### config.mk
export PLATFORM = sky130hd
export DESIGN_NAME = regfile_mp
export DESIGN_NICKNAME = d
export VERILOG_FILES = /design/src/rtl/regfile_pkg.sv /design/src/rtl/regfile_rd_port.sv /design/src/rtl/regfile_mp.sv
export SDC_FILE = /design/constraint.sdc
export NUM_CORES = 1
export LEC_CHECK = 0
export CAP_MARGIN = 20
export CORE_ASPECT_RATIO = 1.4
export CORE_MARGIN = 5
export CORE_UTILIZATION = 60
export CTS_CLUSTER_DIAMETER = 200
export CTS_CLUSTER_SIZE = 20
export DETAILED_ROUTE_END_ITERATION = 16
export PLACE_DENSITY_LB_ADDON = 0.12
export SLEW_MARGIN = 20
export SYNTH_ARGS = -nofsm -noshare
export SYNTH_HDL_FRONTEND = slang
export SYNTH_SLANG_ARGS = --single-unit
export TNS_END_PERCENT = 10
### constraint.sdc
create_clock -name Clk -period 4.3 [get_ports Clk]
set_clock_uncertainty 0.15 [all_clocks]
set_input_delay 0.86 -clock Clk [delete_from_list [all_inputs] [get_ports Clk]]
set_output_delay 0.86 -clock Clk [all_outputs]
set_load 0.05 [all_outputs]
### src/rtl/regfile_pkg.sv
// Shared types and helpers for the multi-port register file.
// The byte merge is used by both the write path and the read-port bypass.
package regfile_pkg;

    typedef enum logic {
        CLEAR = 1'b0,
        IDLE  = 1'b1
    } rf_state_t;

    localparam int unsigned BYTE_W = 8;

    function automatic logic [BYTE_W-1:0] byte_merge(
        input logic [BYTE_W-1:0] old_b,
        input logic [BYTE_W-1:0] new_b,
        input logic              be
    );
        return be ? new_b : old_b;
    endfunction

endpackage

### src/rtl/regfile_rd_port.sv
// One combinational read port: forces zero while busy or for the zero register,
// and otherwise forwards byte-merged write data when the address matches the write.
module regfile_rd_port
    import regfile_pkg::*;
#(
    parameter int unsigned DATA_W   = 32,
    parameter int unsigned ADDR_W   = 5,
    parameter int unsigned BYPASS   = 1,
    parameter int unsigned ZERO_REG = 1
) (
    input  logic                  i_busy,
    input  logic [ADDR_W-1:0]     i_raddr,
    input  logic [DATA_W-1:0]     i_mem_data,
    input  logic                  i_wr_act,
    input  logic [ADDR_W-1:0]     i_waddr,
    input  logic [DATA_W-1:0]     i_wdata,
    input  logic [DATA_W/8-1:0]   i_wbe,
    output logic [DATA_W-1:0]     o_rdata
);

    logic              w_zero;
    logic              w_hit;
    logic [DATA_W-1:0] w_merged;

    always_comb begin
        w_merged = '0;
        w_zero   = i_busy || ((ZERO_REG != 0) && (i_raddr == '0));
        w_hit    = (BYPASS != 0) && i_wr_act && (i_raddr == i_waddr);
        for (int unsigned i = 0; i < DATA_W / 8; i++) begin
            w_merged[8*i +: 8] = byte_merge(i_mem_data[8*i +: 8], i_wdata[8*i +: 8], i_wbe[i]);
        end
        if (w_zero) begin
            o_rdata = '0;
        end else if (w_hit) begin
            o_rdata = w_merged;
        end else begin
            o_rdata = i_mem_data;
        end
    end

endmodule

### src/rtl/regfile_mp.sv
// Multi-read-port register file with byte-enabled write port and a sequential
// clear engine that zeroes one entry per cycle after reset while Busy is high.
module regfile_mp
    import regfile_pkg::*;
#(
    parameter int unsigned DATA_W   = 32,
    parameter int unsigned ADDR_W   = 5,
    parameter int unsigned NUM_RD   = 2,
    parameter int unsigned BYPASS   = 1,
    parameter int unsigned ZERO_REG = 1
) (
    input  logic                       Clk,
    input  logic                       Reset,
    input  logic [NUM_RD*ADDR_W-1:0]   RAddr,
    output logic [NUM_RD*DATA_W-1:0]   RData,
    input  logic [ADDR_W-1:0]          WAddr,
    input  logic [DATA_W-1:0]          WData,
    input  logic [DATA_W/8-1:0]        WByteEn,
    input  logic                       RegWr,
    output logic                       Busy
);

    localparam int unsigned DEPTH = 1 << ADDR_W;

    logic [DATA_W-1:0] r_mem [DEPTH];
    rf_state_t         r_state;
    logic [ADDR_W-1:0] r_clr_idx;
    logic              r_busy;

    rf_state_t         w_state_nxt;
    logic [ADDR_W-1:0] w_clr_idx_nxt;
    logic              w_busy_nxt;
    logic              w_wr_en;
    logic              w_wr_act;
    logic [DATA_W-1:0] w_wr_old;
    logic [DATA_W-1:0] w_wr_data;

    always_ff @(posedge Clk) begin
        if (Reset) begin
            r_state   <= CLEAR;
            r_clr_idx <= '0;
            r_busy    <= 1'b1;
        end else begin
            r_state   <= w_state_nxt;
            r_clr_idx <= w_clr_idx_nxt;
            r_busy    <= w_busy_nxt;
        end
    end

    always_comb begin
        w_state_nxt   = r_state;
        w_clr_idx_nxt = r_clr_idx;
        w_busy_nxt    = r_busy;
        case (r_state)
            CLEAR: begin
                w_clr_idx_nxt = r_clr_idx + ADDR_W'(1);
                w_busy_nxt    = 1'b1;
                if (r_clr_idx == '1) begin
                    w_state_nxt = IDLE;
                    w_busy_nxt  = 1'b0;
                end
            end
            IDLE: begin
                w_busy_nxt = 1'b0;
            end
            default: begin
                w_state_nxt = CLEAR;
                w_busy_nxt  = 1'b1;
            end
        endcase
    end

    assign Busy     = r_busy;
    assign w_wr_act = RegWr && !r_busy;
    assign w_wr_old = r_mem[WAddr];

    always_comb begin
        w_wr_data = '0;
        for (int unsigned i = 0; i < DATA_W / 8; i++) begin
            w_wr_data[8*i +: 8] = byte_merge(w_wr_old[8*i +: 8], WData[8*i +: 8], WByteEn[i]);
        end
        w_wr_en = RegWr && (r_state == IDLE) && (WByteEn != '0)
                  && !((ZERO_REG != 0) && (WAddr == '0));
    end

    // Clear engine and write port share the array; the clear always wins while CLEAR.
    always_ff @(posedge Clk) begin
        if (!Reset) begin
            if (r_state == CLEAR) begin
                r_mem[r_clr_idx] <= '0;
            end else if (w_wr_en) begin
                r_mem[WAddr] <= w_wr_data;
            end
        end
    end

    for (genvar g = 0; g < NUM_RD; g++) begin : g_rd
        logic [DATA_W-1:0] w_mem_rd;
        assign w_mem_rd = r_mem[RAddr[g*ADDR_W +: ADDR_W]];

        regfile_rd_port #(
            .DATA_W   (DATA_W),
            .ADDR_W   (ADDR_W),
            .BYPASS   (BYPASS),
            .ZERO_REG (ZERO_REG)
        ) u_rd_port (
            .i_busy     (r_busy),
            .i_raddr    (RAddr[g*ADDR_W +: ADDR_W]),
            .i_mem_data (w_mem_rd),
            .i_wr_act   (w_wr_act),
            .i_waddr    (WAddr),
            .i_wdata    (WData),
            .i_wbe      (WByteEn),
            .o_rdata    (RData[g*DATA_W +: DATA_W])
        );
    end

endmodule

# Yosys cells after proc, flatten, opt, wreduce, memory -nomap -nowiden

Memories as Yosys holds them, arrays and structs flattened.
Index checks and enable logic that the tools add are counted.

Bits in registers: 7
Memory bits (writable): 1,024
Input port bits: 54
Word-level logic and storage cells: 62
Memories kept: 1

Memories:

| name  | depth | bits a word | rd ports | clocked after memory_dff | write ports | RTL line         | text |
|---|---|---|---|---|---|---|---|
| r_mem | 32    | 32          | 2        | 0                        | 1           | regfile_mp.sv:25 | `logic [DATA_W-1:0] r_mem [DEPTH];` |

Add/sub/neg operators: 1
Eq/ne operators: 7
Mux-type cells: 30
Bitwise operators: 1
Reductions and logical operators: 19

Operators with widths:

| cell                | number |
|---|---|
| $mux 32             | 5 |
| $mux 8              | 12 |
| $reduce_or 32->1    | 1 |
| $logic_not 5->1     | 3 |
| $eq 5x5->1          | 2 |
| $mux 1              | 10 |
| $reduce_and 2->1    | 4 |
| $logic_and 1x1->1   | 6 |
| $add 5x1->5 const B | 1 |
| $eq 5x5->1 const B  | 1 |
| $mux 5              | 1 |
| $mux 4              | 1 |
| $ne 1x1->1 const B  | 4 |
| $reduce_bool 4->1   | 1 |
| $logic_not 1->1     | 2 |
| $logic_or 1x1->1    | 2 |
| $pmux 1 s2          | 1 |
| $not 1->1           | 1 |

# Depth between registers and ports, before layout

Gate-level depths: netlist of the first run.

Word-level depth: 10
Gate-level depth with buffers: 9
Depth with buffers taken out: 6

# Hierarchy

From an unflattened synthesis of the first run, not the netlist that was laid out.

Cells, all modules: 3,916
Area, all modules: 51,580.7 µm²

Modules (own cells, without submodules):

| module          | times used | cells each | area each (µm²) | sequential area each (µm²) |
|---|---|---|---|---|
| regfile_mp      | 1          | 3,660      | 50,001.7        | 30,889.6 |
| regfile_rd_port | 2          | 128        | 789.5           | 0.0 |

# Least setup slack after synthesis of the first run

Ideal clock, no wire load.

Kind: input to output
Start point: input port RAddr[0]
End point: output port RData[10]
Arrival: 2,992 ps
Required time: 3,290 ps
Path slack: 298 ps
Stages: 7
Buffers on the path: 3
Cell sequence: buf_2 -> buf_2 -> buf_1 -> mux4_2 -> a22oi_1 -> a21oi_1 -> a211o_1

Word-level cells in the longest chain between the ends: 4
Elaborated cells between the ends (all ways): 8
Those cells by class: eq/ne: 1; mux: 3; reduce/logical: 3; memory: 1

Ends and longest elaborated chain:

| element                                     | RTL line                                 | text |
|---|---|---|
| start: declaration                          | regfile_mp.sv:14                         | `input logic [NUM_RD*ADDR_W-1:0] RAddr,` |
| $mem_v2 32x32 or $eq 5x5->1 (tied branches) | n/a                                      |  |
| $mux 8 or $logic_and 1x1->1 (tied branches) | regfile_pkg.sv:17, regfile_rd_port.sv:28 |  |
| $mux 32                                     | regfile_rd_port.sv:34                    | `end else if (w_hit) begin` |
| $mux 32 (*)                                 | regfile_rd_port.sv:32                    | `if (w_zero) begin` |
| end: declaration                            | regfile_mp.sv:15                         | `output logic [NUM_RD*DATA_W-1:0] RData,` |

Every way passes the cells marked *; elsewhere a longest branch is shown, timed or not.

# Final worst setup path of the first run

Start point: input port RegWr
End point: output port RData[46]

Word-level cells in the longest chain between the ends: 4

Ends and longest elaborated chain:

| element            | RTL line              | text |
|---|---|---|
| start: declaration | regfile_mp.sv:19      | `input logic RegWr,` |
| $logic_and 1x1->1  | regfile_mp.sv:74      | `assign w_wr_act = RegWr && !r_busy;` |
| $logic_and 1x1->1  | regfile_rd_port.sv:28 | `w_hit = (BYPASS != 0) && i_wr_act && (i_raddr == i_waddr);` |
| $mux 32            | regfile_rd_port.sv:34 |  |
| $mux 32            | regfile_rd_port.sv:32 |  |

Every way passes these cells.

==> reports/metrics.csv, run 1 <==
metric,value,unit
critical_path.startpoint,RegWr,
cts_max_path_buffers,3,
layout_min_cycle_time,4.24,ns
post_synth_mux_area_share,24.7,%
globalplace.congestion,0.919,
hold_depth,2,
routed_vias,30069,
post_drt_wl_per_cell,33.0,um
worstHoldPathType,reg2reg,
cp_data_required_time,3.29,ns
core,81600,um2
synth_area,49200,um2
main_combinational_cell_family_by_area_after_synthesis,multiplexers,
timing.critical_path.arrival,3.23,ns
critical_path_class,in2out,
largest_net_degree_at_the_start_of_global_routing,67,
crit_path_end_kind,output pin,
first_drt_pass_iteration_count,6,
maxClockFrequency,236,MHz
final_max_slew_viol_count,0,
critical_path.endpoint,RData[46],
synth_simple_gate_area_share,3.48,%
max-cap-violations,0,
synth_adder_area_share,0.0509,%
chipWidth,252,um
postSynth.asyncResetShare,0,%
synthesis.nets,2815,
gr-total-overflow,0,
final_count_of_negative_setup_slack_endpoints,0,
yosys_most_used_dff,sky130_fd_sc_hd__edfxtp_1,
first_global_vias,30903,
ys_seq_area_share,62.8,%
setup.worst_path.start_class,primary input,
hold_viol,0,
outcome,"finished, final reports clean",
detail_routed_via_count_per_cell,7.27,
post_synth_main_area_contributors,"sky130_fd_sc_hd__edfxtp_1 (62%), sky130_fd_sc_hd__mux4_2 (19%), sky130_fd_sc_hd__mux2i_1 (5.8%), sky130_fd_sc_hd__a211oi_1 (1.7%), sky130_fd_sc_hd__a221oi_1 (1.7%)",
cts-htree-levels,2,
yosys.cell_types.count,47,
rows,124,
grt_pass1_wl,201,mm
cp_max_fo,8,
post_route_cells_drive_above_1_share,29.8,%
rsz0062_at_grt,no,
tightestPinTransition,1.07,ns
portBuffers,118,
die_area,87900,um2
detail_route.drc_violations,0,
power_density,328,nW/um2
setup_tns,0,ns
cts_inserted_buffers,57,
clk-insertion-delay-late,0.67,ns
cts_root_buffer,sky130_fd_sc_hd__clkbuf_16,
grtUsageTotal,30.8,%
post_cts_hold_buffer_count,0,
clk_transition_reported_paths,0.08,ns
tritoncts,done,
yosysTopAreaCellShare,62.5,%
register_to_register_path_setup_slack,0.82,ns
ratio_of_final_minimum_period_to_clock_period,98.6,%
synthesis_warning_total,0,
worst_r2r_startpoint,r_state,
finalNetCount,3094,
vdd.ir_drop.worst,381,uV
cells_after_synthesis,2759,
post-route-util,68.0,%
synth_compound_area_share,6.77,%
area_growth,12.8,%
drt_first_iter_violations,3235,
num_io_pins,119,
die_h,349,um
cts.sink_count,1031,
ff2ff_path_depth,5,
ant_nets,0,
worst_hold_slack,0.462,ns
critical_path.reg2reg.endpoint,r_mem[15][25],
avg_cell_area_syn,17.8,um2
antenna_cells,0,
postSynthRegisterBits,1031,
place_hpwl,94.6,mm
floorplan.initialDensity,60.3,%
routed_wirelength,137,mm
leakagePower,17.6,nW
slew_limit_headroom,28.8,%
synthDominantAreaCellType,sky130_fd_sc_hd__edfxtp_1,
synth_enable_flop_cells,1024,
synth_xor_xnor_area_share,0.231,%
grt_antenna_before_repair,3,
stage by stage:
step	power (mW)	area [um2]	instances	setup slack (ns)
after floorplan	12.2	49200	2759	0.298
after global placement	12.7	53800	4049	-0.235
after detailed placement	12.8	53800	4049	-0.317
after CTS	18.2	55500	4134	0.000985
after global routing	18.7	55500	4135	0.00101
final	18.2	55500	4135	0.0617
critical path, cell delays in order:
cell and delay (ns):
sky130_fd_sc_hd__clkdlybuf4s50_1 0.61, sky130_fd_sc_hd__nor2b_1 0.20, sky130_fd_sc_hd__nand2_1 0.19, sky130_fd_sc_hd__buf_4 0.21, sky130_fd_sc_hd__o31ai_2 0.27, sky130_fd_sc_hd__buf_4 0.26
sky130_fd_sc_hd__a211oi_1 0.08, sky130_fd_sc_hd__a211o_1 0.32, sky130_fd_sc_hd__buf_4 0.22
report_power, final:
part | switching, mW | internal, mW | leakage, nW
clock | 3.13 | 2.52 | 0.766
combinational | 0.853 | 0.735 | 8.39
sequential | 0.0338 | 10.9 | 8.46
cells by family after synthesis:
kind of cell,Yosys count
DFF,1031
muxes,699
AOI/OAI and AO/OA,447
and+or+nand+nor,347
buffers and inverters,220
xor gates and xnor gates,13
adders and majority gates,2
placed cells by master (no fill, tap or decap), drive strengths merged, types with 11 or more instances in the layout:
master         instances
clkdlybuf4s50         42
a211oi               112
o22ai                 60
nor4                  18
mux4                 412
nand2                 37
xnor2                 11
mux2i                283
a211o                 55
a221oi                93
nor2b                 42
a22oi                 31
inv                   11
nor2                 145
a21oi                 32
nor3                  37
and2                  32
o21ai                 31
clkbuf                83
edfxtp              1024
o31ai                 14
buf                  383
registers in the layout, summed over array words and instances, names as in the netlist:
signal	cells
Busy	1
r_clr_idx	5
r_mem	1024
r_state	1
area by class of cell:
class,instances,area [um2]
well taps,1071,1340
clock inverters,2,20.0
clock buffers,83,1570
inverters,10,38.8
fillers,5402,26100
repair buffers,430,4170
multi-input cells,1508,17500
flip-flops and latches,1031,30900
synth_stat cells (all sizes together) (8+ instances only):
cell    number
mux2i      283
o22ai       60
a211o       55
nand2       37
nand2b       8
nor4        18
nor2       145
o21ai       31
xnor2       11
mux4       412
buf         97
a21oi       32
inv          9
a221oi      93
a22o         9
nor3        37
and2        32
o31ai       14
a211oi     112
edfxtp    1024
clkbuf     113
and2b        9
nor2b       42
a22oi       31
layer usage:
layer | vias up | track usage, % | share of wire [%]
met5 | - | 0 | 0.025
met1 | 15705 | 40.5 | 36
met2 | 1719 | 52.8 | 51
met4 | 6 | 11.6 | 4.5
li1 | 12290 | - | -
met3 | 349 | 4.85 | 8.4
how the worst min path moves through the flow:
| stage | start | endpoint |
|---|---|---|
| 6_report | r_clr_idx[3] | r_clr_idx[3] |
| 2_1_floorplan | r_clr_idx[3] | r_clr_idx[3] |
| 3_3_place_gp | r_clr_idx[3] | r_clr_idx[3] |
| 4_1_cts | r_clr_idx[3] | r_clr_idx[3] |
| 3_5_place_dp | r_clr_idx[3] | r_clr_idx[3] |
| 5_1_grt | r_clr_idx[2] | r_clr_idx[2] |
what timing repair did:
item	CTS	global route
endpoints found under the hold margin	0	0
buffers inserted	0	1
pin swaps	0	0
gates resized for setup	18	3
setup endpoints to repair	29	26
Power figures use the tool's default switching activity.
==> run 2: changes to the inputs <==
--- a/config.mk
+++ b/config.mk
@@ -6,13 +6,16 @@
 export NUM_CORES = 1
 export LEC_CHECK = 0
 export CAP_MARGIN = 20
+export CELL_PAD_IN_SITES_DETAIL_PLACEMENT = 0
+export CELL_PAD_IN_SITES_GLOBAL_PLACEMENT = 1
 export CORE_ASPECT_RATIO = 1.4
 export CORE_MARGIN = 5
-export CORE_UTILIZATION = 60
+export CORE_UTILIZATION = 54
 export CTS_CLUSTER_DIAMETER = 200
 export CTS_CLUSTER_SIZE = 20
 export DETAILED_ROUTE_END_ITERATION = 16
 export PLACE_DENSITY_LB_ADDON = 0.12
+export RECOVER_POWER = 100
 export SLEW_MARGIN = 20
 export SYNTH_ARGS = -nofsm -noshare
 export SYNTH_HDL_FRONTEND = slang
==> reports/metrics.csv, run 2 (same netlist as run 1, synthesis figures left out) <==
metric,value,unit,change
cp_data_required_time,4.65,ns,+1.36 ns
cts-htree-levels,2,,unchanged
grt_pass1_wl,205,mm,+1.9%
gr-total-overflow,0,,unchanged
tightestPinTransition,1.53,ns,+0.464 ns
cp_top_family,buffers and inverters,,
slew_limit_headroom,-2.07,%,-31 points
met2RoutedLength,71.6,mm,+2.4%
timing.critical_path.arrival,4.74,ns,+1.51 ns
grtUsageTotal,28.2,%,-2.7 points
tritoncts,done,,
ff2ff_path_depth,5,,unchanged
detail_routed_via_count_per_cell,6.84,,-6.0%
die_area,97400,um2,+11%
largest_register_ffs,1024,,unchanged
num_io_pins,119,,unchanged
layout_min_cycle_time,4.39,ns,+0.151 ns
largest_registers,"r_mem x1024, r_clr_idx x5",,
layout_setup_ws,-0.0897,ns,-0.151 ns
place_hpwl,98.4,mm,+4.0%
wl_met3,9.98,mm,-13%
most-common-layout-cells,"sky130_fd_sc_hd__edfxtp_1 (1024), sky130_fd_sc_hd__mux4_2 (412), sky130_fd_sc_hd__mux2i_1 (283), sky130_fd_sc_hd__buf_4 (248), sky130_fd_sc_hd__nor2_1 (144)",,
first_global_vias,30948,,+0.15%
ratio_of_final_minimum_period_to_clock_period,102,%,+3.5 points
wl_met1,53.0,mm,+8.1%
post_route_cells_drive_above_1_share,30.3,%,+0.55 points
first_drt_pass_iteration_count,6,,unchanged
failed_checks,"capacitance limit, slew limit, setup timing",,
max-cap-violations,1,,+1
clk_transition_reported_paths,0.09,ns,about the same
post_drt_wl_per_cell,32.0,um,-3.2%
rows,131,,+5.6%
min_to,r_clr_idx[4],,
worstHoldPathType,reg2reg,,
detail_route.drc_violations,0,,unchanged
layout_commonest_cell,sky130_fd_sc_hd__edfxtp_1,,
leakagePower,17.9,nW,+1.3%
power_density,323,nW/um2,-1.4%
cts_root_buffer,sky130_fd_sc_hd__clkbuf_16,,
globalplace.congestion,0.850,,-7.6%
die_h,367,um,+5.3%
cts_max_path_buffers,3,,unchanged
final_max_slew_viol_count,19,,+19
setup.worst_path.start_class,primary input,,
maxClockFrequency,228,MHz,-3.4%
core,90800,um2,+11%
rsz0062_at_grt,yes,,
fin_cells,4346,,+5.1%
routed_vias,29714,,-1.2%
max_layer_used,met5,,
post-cts-setup-buffer-count,0,,unchanged
hold_depth,2,,unchanged
finalNetCount,3180,,+2.8%
chipWidth,265,um,+5.2%
portBuffers,118,,unchanged
power.total,18.2,mW,-0.32%
routed_wirelength,139,mm,+1.7%
crit_path_end_kind,register,,
critical_path.reg2reg.endpoint,r_mem[21][17],,
area_growth,14.1,%,
largest_net_degree_at_the_start_of_global_routing,57,,-15%
drt_first_iter_violations,3020,,-6.6%
hold_viol,0,,unchanged
crit_path_cell_trace,"dlygate4sd3_1, nand3b_1, a211oi_1, clkbuf_1, and2_0, buf_4",,
hold_start,r_clr_idx[4],,
outcome,finished with violations,,
floorplan.initialDensity,54.2,%,-6.1 points
critical_path_class,in2reg,,
cp_max_fo,18,,+10
ant_nets,0,,unchanged
placedCellCount,4262,,+5.3%
grt_antenna_before_repair,3,,unchanged
clk-insertion-delay-late,0.66,ns,about the same
cpPeakStageDelay,1.18,ns,+0.57 ns
final_count_of_negative_setup_slack_endpoints,88,,+88
register_to_register_path_setup_slack,0.15,ns,-0.67 ns
vdd.ir_drop.worst,343,uV,-10%
worst_hold_slack,0.458,ns,-0.00456 ns
critical_path_buffer_and_inverter_count,3,,-1
crit_path_top_delay_cell,sky130_fd_sc_hd__clkbuf_1,,
cts_inserted_buffers,57,,unchanged
post_cts_hold_buffer_count,0,,unchanged
cts.sink_count,1031,,unchanged
worst_r2r_startpoint,r_state,,
largest_register,r_mem,,
[run 2: changes by cell type in the layout (fill, tap and decap cells not counted), sizes merged]
cell,before,now
buf,383,338
clkbuf,83,212
clkdlybuf4s50,42,45
clkinv,1,0
diode,0,2
dlygate4sd2,4,0
dlygate4sd3,0,2
dlymetal6s2s,1,0
[run 2: per-stage QoR]
| step | util (%) | cell area, um2 | TNS (ns) | worst slack [ns] |
|---|---|---|---|---|
| floorplan | - | 49200 | 0 | 0.298 |
| global placement | 60.5 | 54900 | -0.782 | -0.171 |
| detailed placement | 60.5 | 54900 | -3.46 | -0.214 |
| CTS | 62.3 | 56500 | 0 | 0.00777 |
| global route | 61.8 | 56200 | -6.35 | -0.0902 |
| finish | 61.8 | 56200 | -3.35 | -0.0897 |
[run 2: cell type report]
cell class,instances,area (um2)
Fill cell,6661,34700
Sequential cell,1031,30900
Multi-Input combinational cell,1508,17500
Timing Repair Buffer,516,4680
Clock buffer,81,1520
Tap cell,1197,1500
Inverter,10,40.0
Clock inverter,1,11.3
Antenna cell,2,5.00
[run 2: metal layers]
layer	up-vias	track usage [%]
li1	12488	-
met2	1408	49.0
met5	-	0
met3	229	4.05
met4	2	8.10
met1	15587	37.5
[run 2: power by group]
part           internal (mW)  switching (mW)  total, mW
clock                   2.44            3.13       5.57
sequential              10.9          0.0322       11.0
combinational          0.758           0.848       1.61
total                   14.1            4.01       18.2
[run 2: worst reg2reg max path, cell delays in order (launching register included)]
cell	delay (ns)
sky130_fd_sc_hd__dfxtp_1	0.60
sky130_fd_sc_hd__nand3b_1	0.24
sky130_fd_sc_hd__a211oi_1	0.86
sky130_fd_sc_hd__clkbuf_1	1.18
sky130_fd_sc_hd__and2_0	0.65
sky130_fd_sc_hd__buf_4	0.31
[run 2: how the worst max path moves through the flow]
stage	to	slack, ns	startpoint	cells past startpoint
2_1_floorplan	RData[10]	0.30	RAddr[0]	7
3_3_place_gp	RData[31]	-0.17	RAddr[2]	10
3_5_place_dp	RData[31]	-0.21	RAddr[2]	10
4_1_cts	RData[18]	0.008	RAddr[2]	11
5_1_grt	RData[9]	-0.09	RAddr[2]	12
6_report	r_mem[21][17]	-0.09	Reset	6
[run 2: what timing repair did]
action	CTS	global route
gates resized for setup	10	17
gates cloned	0	0
endpoints found under the setup margin	22	34
pin swaps	0	3
